**config.mk**
```make
export PLATFORM = sky130hd
export DESIGN_NAME = jr_redirect_ctrl
export DESIGN_NICKNAME = d
export VERILOG_FILES = /design/src/rtl/jr_redirect_ctrl.sv
export SDC_FILE = /design/constraint.sdc
export NUM_CORES = 1
export LEC_CHECK = 0
export CAP_MARGIN = 30
export CORE_ASPECT_RATIO = 1.1
export CORE_UTILIZATION = 39
export DETAILED_ROUTE_END_ITERATION = 10
export PLACE_DENSITY_LB_ADDON = 0.2
export RECOVER_POWER = 50
export SETUP_SLACK_MARGIN = 0.4
export SYNTH_ARGS = -nofsm -noshare
export SYNTH_HDL_FRONTEND = slang
export SYNTH_SLANG_ARGS = --single-unit
export TNS_END_PERCENT = 50
```
**constraint.sdc**
```tcl
create_clock -name clk -period 2.75 [get_ports clk]
set_clock_uncertainty 0.2 [all_clocks]
set_input_delay 0.4125 -clock clk [delete_from_list [all_inputs] [get_ports clk]]
set_output_delay 0.4125 -clock clk [all_outputs]
set_load 0.05 [all_outputs]
```
**src/rtl/jr_redirect_ctrl.sv**
```systemverilog
// Jump-register control for the ID stage: decodes JR/JALR, stalls on an unforwardable rs,
// then issues a registered word-aligned PC redirect followed by an IF flush window.
module jr_redirect_ctrl #(
  parameter int                 XLEN         = 32,
  parameter int                 ALUOP_W      = 2,
  parameter int                 FUNCT_W      = 6,
  parameter int                 REG_W        = 5,
  parameter logic [ALUOP_W-1:0] JR_ALUOP     = 2'b10,
  parameter logic [FUNCT_W-1:0] JR_FUNCT     = 6'b001000,
  parameter logic [FUNCT_W-1:0] JALR_FUNCT   = 6'b001001,
  parameter int                 FLUSH_CYCLES = 1
) (
  input  logic               clk,
  input  logic               reset_n,
  input  logic               id_valid,
  input  logic [ALUOP_W-1:0] id_aluop,
  input  logic [FUNCT_W-1:0] id_funct,
  input  logic [REG_W-1:0]   id_rs,
  input  logic [XLEN-1:0]    id_rs_data,
  input  logic               ex_reg_write,
  input  logic [REG_W-1:0]   ex_rd,
  input  logic               mem_mem_read,
  input  logic [REG_W-1:0]   mem_rd,
  input  logic               ext_stall,
  input  logic               flush_in,
  output logic               stall_id,
  output logic               jr_control,
  output logic               redirect_valid,
  output logic [XLEN-1:0]    redirect_pc,
  output logic               link_en,
  output logic               misaligned,
  output logic               flush_if
);

  localparam logic [1:0] IDLE  = 2'b00;
  localparam logic [1:0] WAIT  = 2'b01;
  localparam logic [1:0] FLUSH = 2'b10;

  localparam logic [3:0] FLUSH_INIT = 4'(FLUSH_CYCLES);

  logic [1:0] state;
  logic [3:0] cnt;
  logic       is_jr;
  logic       is_link;
  logic       hazard;
  logic       capture;

  assign is_jr   = id_valid && (id_aluop == JR_ALUOP) &&
                   ((id_funct == JR_FUNCT) || (id_funct == JALR_FUNCT));
  assign is_link = is_jr && (id_funct == JALR_FUNCT);

  // rs is not yet forwardable while an ALU result is in EX or a load result is in MEM.
  assign hazard = (id_rs != '0) &&
                  ((ex_reg_write && (ex_rd == id_rs)) || (mem_mem_read && (mem_rd == id_rs)));

  assign capture = !flush_in && !ext_stall && is_jr && !hazard &&
                   ((state == IDLE) || (state == WAIT));

  assign flush_if = (cnt != 4'd0);

  always_comb begin
    // NOTE: default assigned first so every path drives stall_id and no latch is inferred.
    stall_id = 1'b0;
    if (!flush_in && !ext_stall) begin
      case (state)
        IDLE:    stall_id = is_jr && hazard;
        WAIT:    stall_id = hazard;
        default: stall_id = 1'b0;
      endcase
    end
  end

  always_ff @(posedge clk or negedge reset_n) begin
    // NOTE: all state uses non-blocking assignments so every register samples pre-edge values.
    if (!reset_n) begin
      state          <= IDLE;
      cnt            <= 4'd0;
      redirect_valid <= 1'b0;
      jr_control     <= 1'b0;
      link_en        <= 1'b0;
      misaligned     <= 1'b0;
      redirect_pc    <= '0;
    end else if (flush_in) begin
      state          <= IDLE;
      cnt            <= 4'd0;
      redirect_valid <= 1'b0;
      jr_control     <= 1'b0;
      link_en        <= 1'b0;
      misaligned     <= 1'b0;
    end else if (!ext_stall) begin
      // The redirect indications are single pulses; a frozen pipeline keeps them up.
      redirect_valid <= capture;
      jr_control     <= capture;
      link_en        <= capture && is_link;
      misaligned     <= capture && (id_rs_data[1:0] != 2'b00);
      if (capture) begin
        redirect_pc <= {id_rs_data[XLEN-1:2], 2'b00};
        cnt         <= FLUSH_INIT;
        state       <= FLUSH;
      end else begin
        case (state)
          IDLE: if (is_jr) state <= WAIT;
          WAIT: if (!is_jr) state <= IDLE;
          FLUSH: begin
            if (cnt != 4'd0) cnt <= cnt - 4'd1;
            if (cnt <= 4'd1) state <= IDLE;
          end
          default: state <= IDLE;
        endcase
      end
    end
  end

  a_flush_cycles_range: assert property (@(posedge clk)
    (FLUSH_CYCLES >= 1) && (FLUSH_CYCLES <= 15));

endmodule

```
### After elaboration in Yosys (flattened, before gate mapping)

Cells that the tools add are included.

* bits in registers: 39
* latch bits: 0
* bits in writable memories: 0
* ROM bits: 0
* output and inout bits: 38
* memories kept: 0

* $add $sub $neg: 1
* $mul: 0
* div/mod/pow operators: 0
* order comparisons: 1
* equal/unequal tests: 11
* shift-type cells: 0
* muxes and demuxes: 20
* bitwise logic cells: 2
* reductions and logical operators: 28

Operators by type and width (number)
* two-way mux 4 bit: 5
* logical AND 1 bit: 13
* equality test 6 x 4 -> 1 bit, second input constant: 2
* two-way mux 2 bit: 6
* != test 4 bit, second input constant: 3
* equality test 5 bit: 2
* two-way mux 1 bit: 7
* case mux 2 bit (3 select lines): 1
* AND reduction 3 bit: 2
* nonzero test 3 bit: 2
* nonzero test 5 bit: 1
* equality test 2 bit, second input constant: 2
* <= comparator 4 x 1 -> 1 bit, second input constant: 1
* AND reduction 4 bit: 1
* nonzero test 4 bit: 1
* subtractor 4 x 1 -> 4 bit, second input constant: 1
* logical NOT 1 bit: 3
* logical OR 1 bit: 3
* equality test 2 x 1 -> 1 bit, second input constant: 1
* logical NOT 2 bit: 1
* != test 2 x 1 -> 1 bit, second input constant: 1
* inverter 1 bit: 2
* case mux 1 bit (2 select lines): 1
* nonzero test 2 bit: 1

### Longest topological paths before layout

* depth after elaboration: 10
* gate-level depth with buffers: 7

### Worst setup path before layout

Ideal clock, no wire load.

* kind: in2reg
* start point: in id_aluop[0]
* end point: reg redirect_pc[25]
* arrival: 1934 ps
* path slack: 491 ps
* stages on the path: 7
* path buffers: 2
* cell sequence: nor4bb_1 nand2_1 or4_1 a21oi_2 buf_6 buf_12 mux2_2

* longest elaborated chain between the ends: 7

RTL lines
* from (decl): line 16 `input logic [ALUOP_W-1:0] id_aluop,`
* equality test 2 bit: line 48 `assign is_jr = id_valid && (id_aluop == JR_ALUOP) &&`
* logical AND 1 bit (2 in a row): line 48
* logical AND 1 bit (3 in a row): line 56 `assign capture = !flush_in && !ext_stall && is_jr && !hazard &&`
* AND reduction 3 bit (no source line)
* to (signal assigned): line 97 `redirect_pc <= {id_rs_data[XLEN-1:2], 2'b00};`
* to (decl): line 29 `output logic [XLEN-1:0] redirect_pc,`

Every way passes these cells.
A chain may end at the register's enable or synchronous reset.

### Worst setup path in the final report

* start point: in id_valid
* end point: out stall_id

* longest elaborated chain between the ends: 5

RTL lines
* from (decl): line 15 `input logic id_valid,`
* logical AND 1 bit (2 in a row): line 48
* logical AND 1 bit: line 66 `IDLE: stall_id = is_jr && hazard;`
* case mux 1 bit (2 select lines): line 65 `case (state)`
* two-way mux 1 bit: line 64 `if (!flush_in && !ext_stall) begin`
* to (decl): line 26 `output logic stall_id,`

Every way passes these cells.

==> results.py <==
metrics = {
    "synth": {
        "synth_xor_area_frac": 0.04714,
        "yosys.area_share.simple": 0.09226,
        "synth_top_family_by_area": "multiplexers",
        "ys_ff_latch": 39,
        "ys.flop_type": "dfrtp_1",
        "synth.distinct_cells": 38,
        "ys_warn_count": 0,
        "synthArstFlopShare": 1.000,
        "avgSynthCellArea_sq_um": 12.73,
        "synth_seq_area_share": 0.5253,
        "synth_top_cell_area_share": 0.5253,
        "synth_edf_count": 0,
        "synth_compound_area_frac": 0.06734,
        "synth_top_cell_by_area": "dfrtp_1",
        "synth_area_leaders": "dfrtp_1 (53%), mux2_2 (18%), xnor2_1 (4.7%)",
        "yosys.area_share.adder": 0.02020,
        "synthCells": 146,
        "netlist_area_sq_mm": 0.001858,
        "synth_mux_area_frac": 0.1926,
    },
    "hold_path": {
        "min_path_cells": 1,
        "worst_hold_path_type": "reg -> reg",
        "hp-start": "redirect_pc[16]$_DFFE_PN0P_",
        "holdPathEnd": "redirect_pc[16]$_DFFE_PN0P_",
    },
    "drt": {
        "drc_errors": 0,
        "drt-initial-drc-count": 59,
        "vias": 1510,
        "drt_wl_total_mm": 4.306,
        "vias_per_cell": 4.951,
        "ant_nets": 0,
        "detail_route.wl_per_cell_um": 14.12,
        "first_pass_iters": 4,
    },
    "sta": {
        "setup_ws_ns": 0.4026,
        "period_share": 0.8536,
        "holdWs_ns": 0.3014,
        "drv_slew": 40,
        "rsz0062_at_grt": "yes",
        "max_slew_margin": -0.3848,
        "finalSetupViolations": 0,
        "tightest_slew_ns": 2.077,
        "finalSetupTns_ns": 0,
        "finalHoldViolCount": 0,
        "fin_crit_ns": 2.347,
        "timing.fmax_mhz": 426.0,
    },
    "setup_path": {
        "cp_slowest_cell": "a2111oi_4",
        "path_buf_inv": 2,
        "rr_worst_depth": 4,
        "timing.rr.end": "redirect_pc[29]$_DFFE_PN0P_",
        "rr_startpoint": "state[1]$_DFFE_PN0P_",
        "criticalPathCategory": "in -> out",
        "critPathMaxStageDelay_ns": 0.35,
        "cp_top_family": "simple AND/OR/NAND/NOR gates",
        "critPathArrivalTime_ns": 1.73,
        "cp-start-kind": "primary input",
        "required_ns": 2.14,
        "crit_fanout": 3,
        "worstPathCellList": "dlygate4sd2_1, nor4bb_1, nand2_2, a2111oi_4, and3_4, buf_12",
        "end_kind": "output port",
        "r2r_slack_ns": 0.55,
    },
    "placed_design": {
        "pre_cts_ws_ns": -0.09265,
        "portBuffers": 97,
        "postPlaceCellArea_sq_mm": 0.002887,
        "routabilityCongestion": 0.8111,
        "hpwlAfterDp_mm": 3.126,
    },
    "finish": {
        "final_cell_area_sq_mm": 0.002999,
        "final_common_cell": "clkdlybuf4s50_1",
        "mostFrequentLayoutCells": "clkdlybuf4s50_1 (70), dfrtp_1 (39), mux2_2 (30)",
        "diodes": 0,
        "layout-drive-gt1-share": 0.2390,
        "nets": 315,
        "area_delta_synth_final_pct": 61.41,
    },
    "cts": {
        "hold_buffers": 0,
        "h-tree-depth": 2,
        "root_buffer": "clkbuf_8",
        "cts_tree": "done",
        "clkLatencyLatePin_ns": 0.29,
        "cts_buffers": 5,
        "cts_max_path_buffers": 2,
        "cts.sinks": 39,
        "clk_pin_slew_ns": 0.07,
    },
    "global_routing": {
        "grt_start_max_net_pins": 40,
        "grt.overflow.total": 0,
        "antenna_found_initial": 0,
        "grt_pass1_vias": 1500,
        "grt_pass1_wl_mm": 6.568,
        "grtUsageTotal": 0.1802,
    },
    "floorplanning": {
        "die_w_um": 67.81,
        "ios": 100,
        "die_area_sq_mm": 0.005044,
        "fp.coreArea_sq_mm": 0.004442,
        "start_util": 0.4183,
        "die_h_um": 74.39,
        "rows": 25,
    },
    "power_and_ir_drop": {
        "p_leak_nw": 1.396,
        "ir_drop_uv": 513.4,
        "total_power_mw": 1.281,
        "power.density_mw_per_mm2": 427.0,
    },
    "status": {
        "violations": "max-capacitance violations, max-slew violations",
        "status": "complete, but fails checks",
    },
    "flow_run": {
        "cap_violations": 1,
    },
}
-- area by class of cell --
| class | instances | area, sq um |
|---|---|---|
| Multi-Input combinational cell | 95 | 818.3 |
| Timing Repair Buffer | 105 | 1010 |
| Fill cell | 356 | 1443 |
| Inverter | 4 | 15.01 |
| Sequential cell | 39 | 975.9 |
| Clock inverter | 3 | 43.79 |
| Clock buffer | 5 | 68.82 |
| Tap cell | 54 | 67.56 |
-- kinds of logic (layout without fill, tap and decap cells) --
group / count (synthesis) / after routing
DFF: 39 / 39
muxes: 32 / 32
adders and majority gates: 3 / 3
xor gates and xnor gates: 10 / 10
and+or+nand+nor: 31 / 31
buffers and inverters: 13 / 117
AOI/OAI and AO/OA: 17 / 17
other: 1 / 2
-- timing repair --
action	CTS	global route
pin swaps	5	7
gates resized for setup	24	17
buffers inserted	2	0
endpoints found under the setup margin	34	32
-- routing by layer --
metal,GRT usage,share of wire
met1,0.1905,0.38
met2,0.3080,0.52
met3,0.08129,0.079
met4,0.07639,0.027
met5,0,0
-- stage by stage --
| stage | utilization | std cells |
|---|---|---|
| 2_1_floorplan | - | 147 |
| 3_3_place_gp | 0.6499 | 295 |
| 3_5_place_dp | 0.6499 | 295 |
| 4_1_cts | 0.6786 | 305 |
| 5_1_grt | 0.6752 | 305 |
| 6_report | 0.6752 | 305 |
-- sequential cells by signal (all words and copies together), names as in the netlist --
name,count
redirect_pc,30
cnt,4
state,2
link_en,1
misaligned,1
redirect_valid,1
-- power by group --
| group | switching [mW] | leakage [nW] | internal, mW |
|---|---|---|---|
| combinational | 0.101 | 0.795 | 0.113 |
| sequential | 0.00571 | 0.542 | 0.585 |
| clock | 0.206 | 0.0581 | 0.270 |
-- cell usage after synthesis, drive strengths merged (2+ instances only) --
master	count
mux2	30
nand4	2
o22ai	3
a21o	2
and3	2
nor3	5
a21oi	3
xnor2	10
buf	8
inv	4
a22o	2
mux2i	2
nand2	6
nand3	3
ha	3
nor2	6
dfrtp	39
-- worst max-delay path by stage --
| stage | end | cells past startpoint | startpoint |
|---|---|---|---|
| 6_report | stall_id | 6 | id_valid |
| 5_1_grt | redirect_pc[24]$_DFFE_PN0P_ | 1 | reset_n |
| 4_1_cts | stall_id | 6 | id_funct[5] |
| 3_5_place_dp | redirect_pc[29]$_DFFE_PN0P_ | 7 | id_valid |
| 3_3_place_gp | redirect_pc[27]$_DFFE_PN0P_ | 7 | id_valid |
| 2_1_floorplan | redirect_pc[25]$_DFFE_PN0P_ | 7 | id_aluop[0] |
Note: power is estimated with default switching activity, not from simulation.
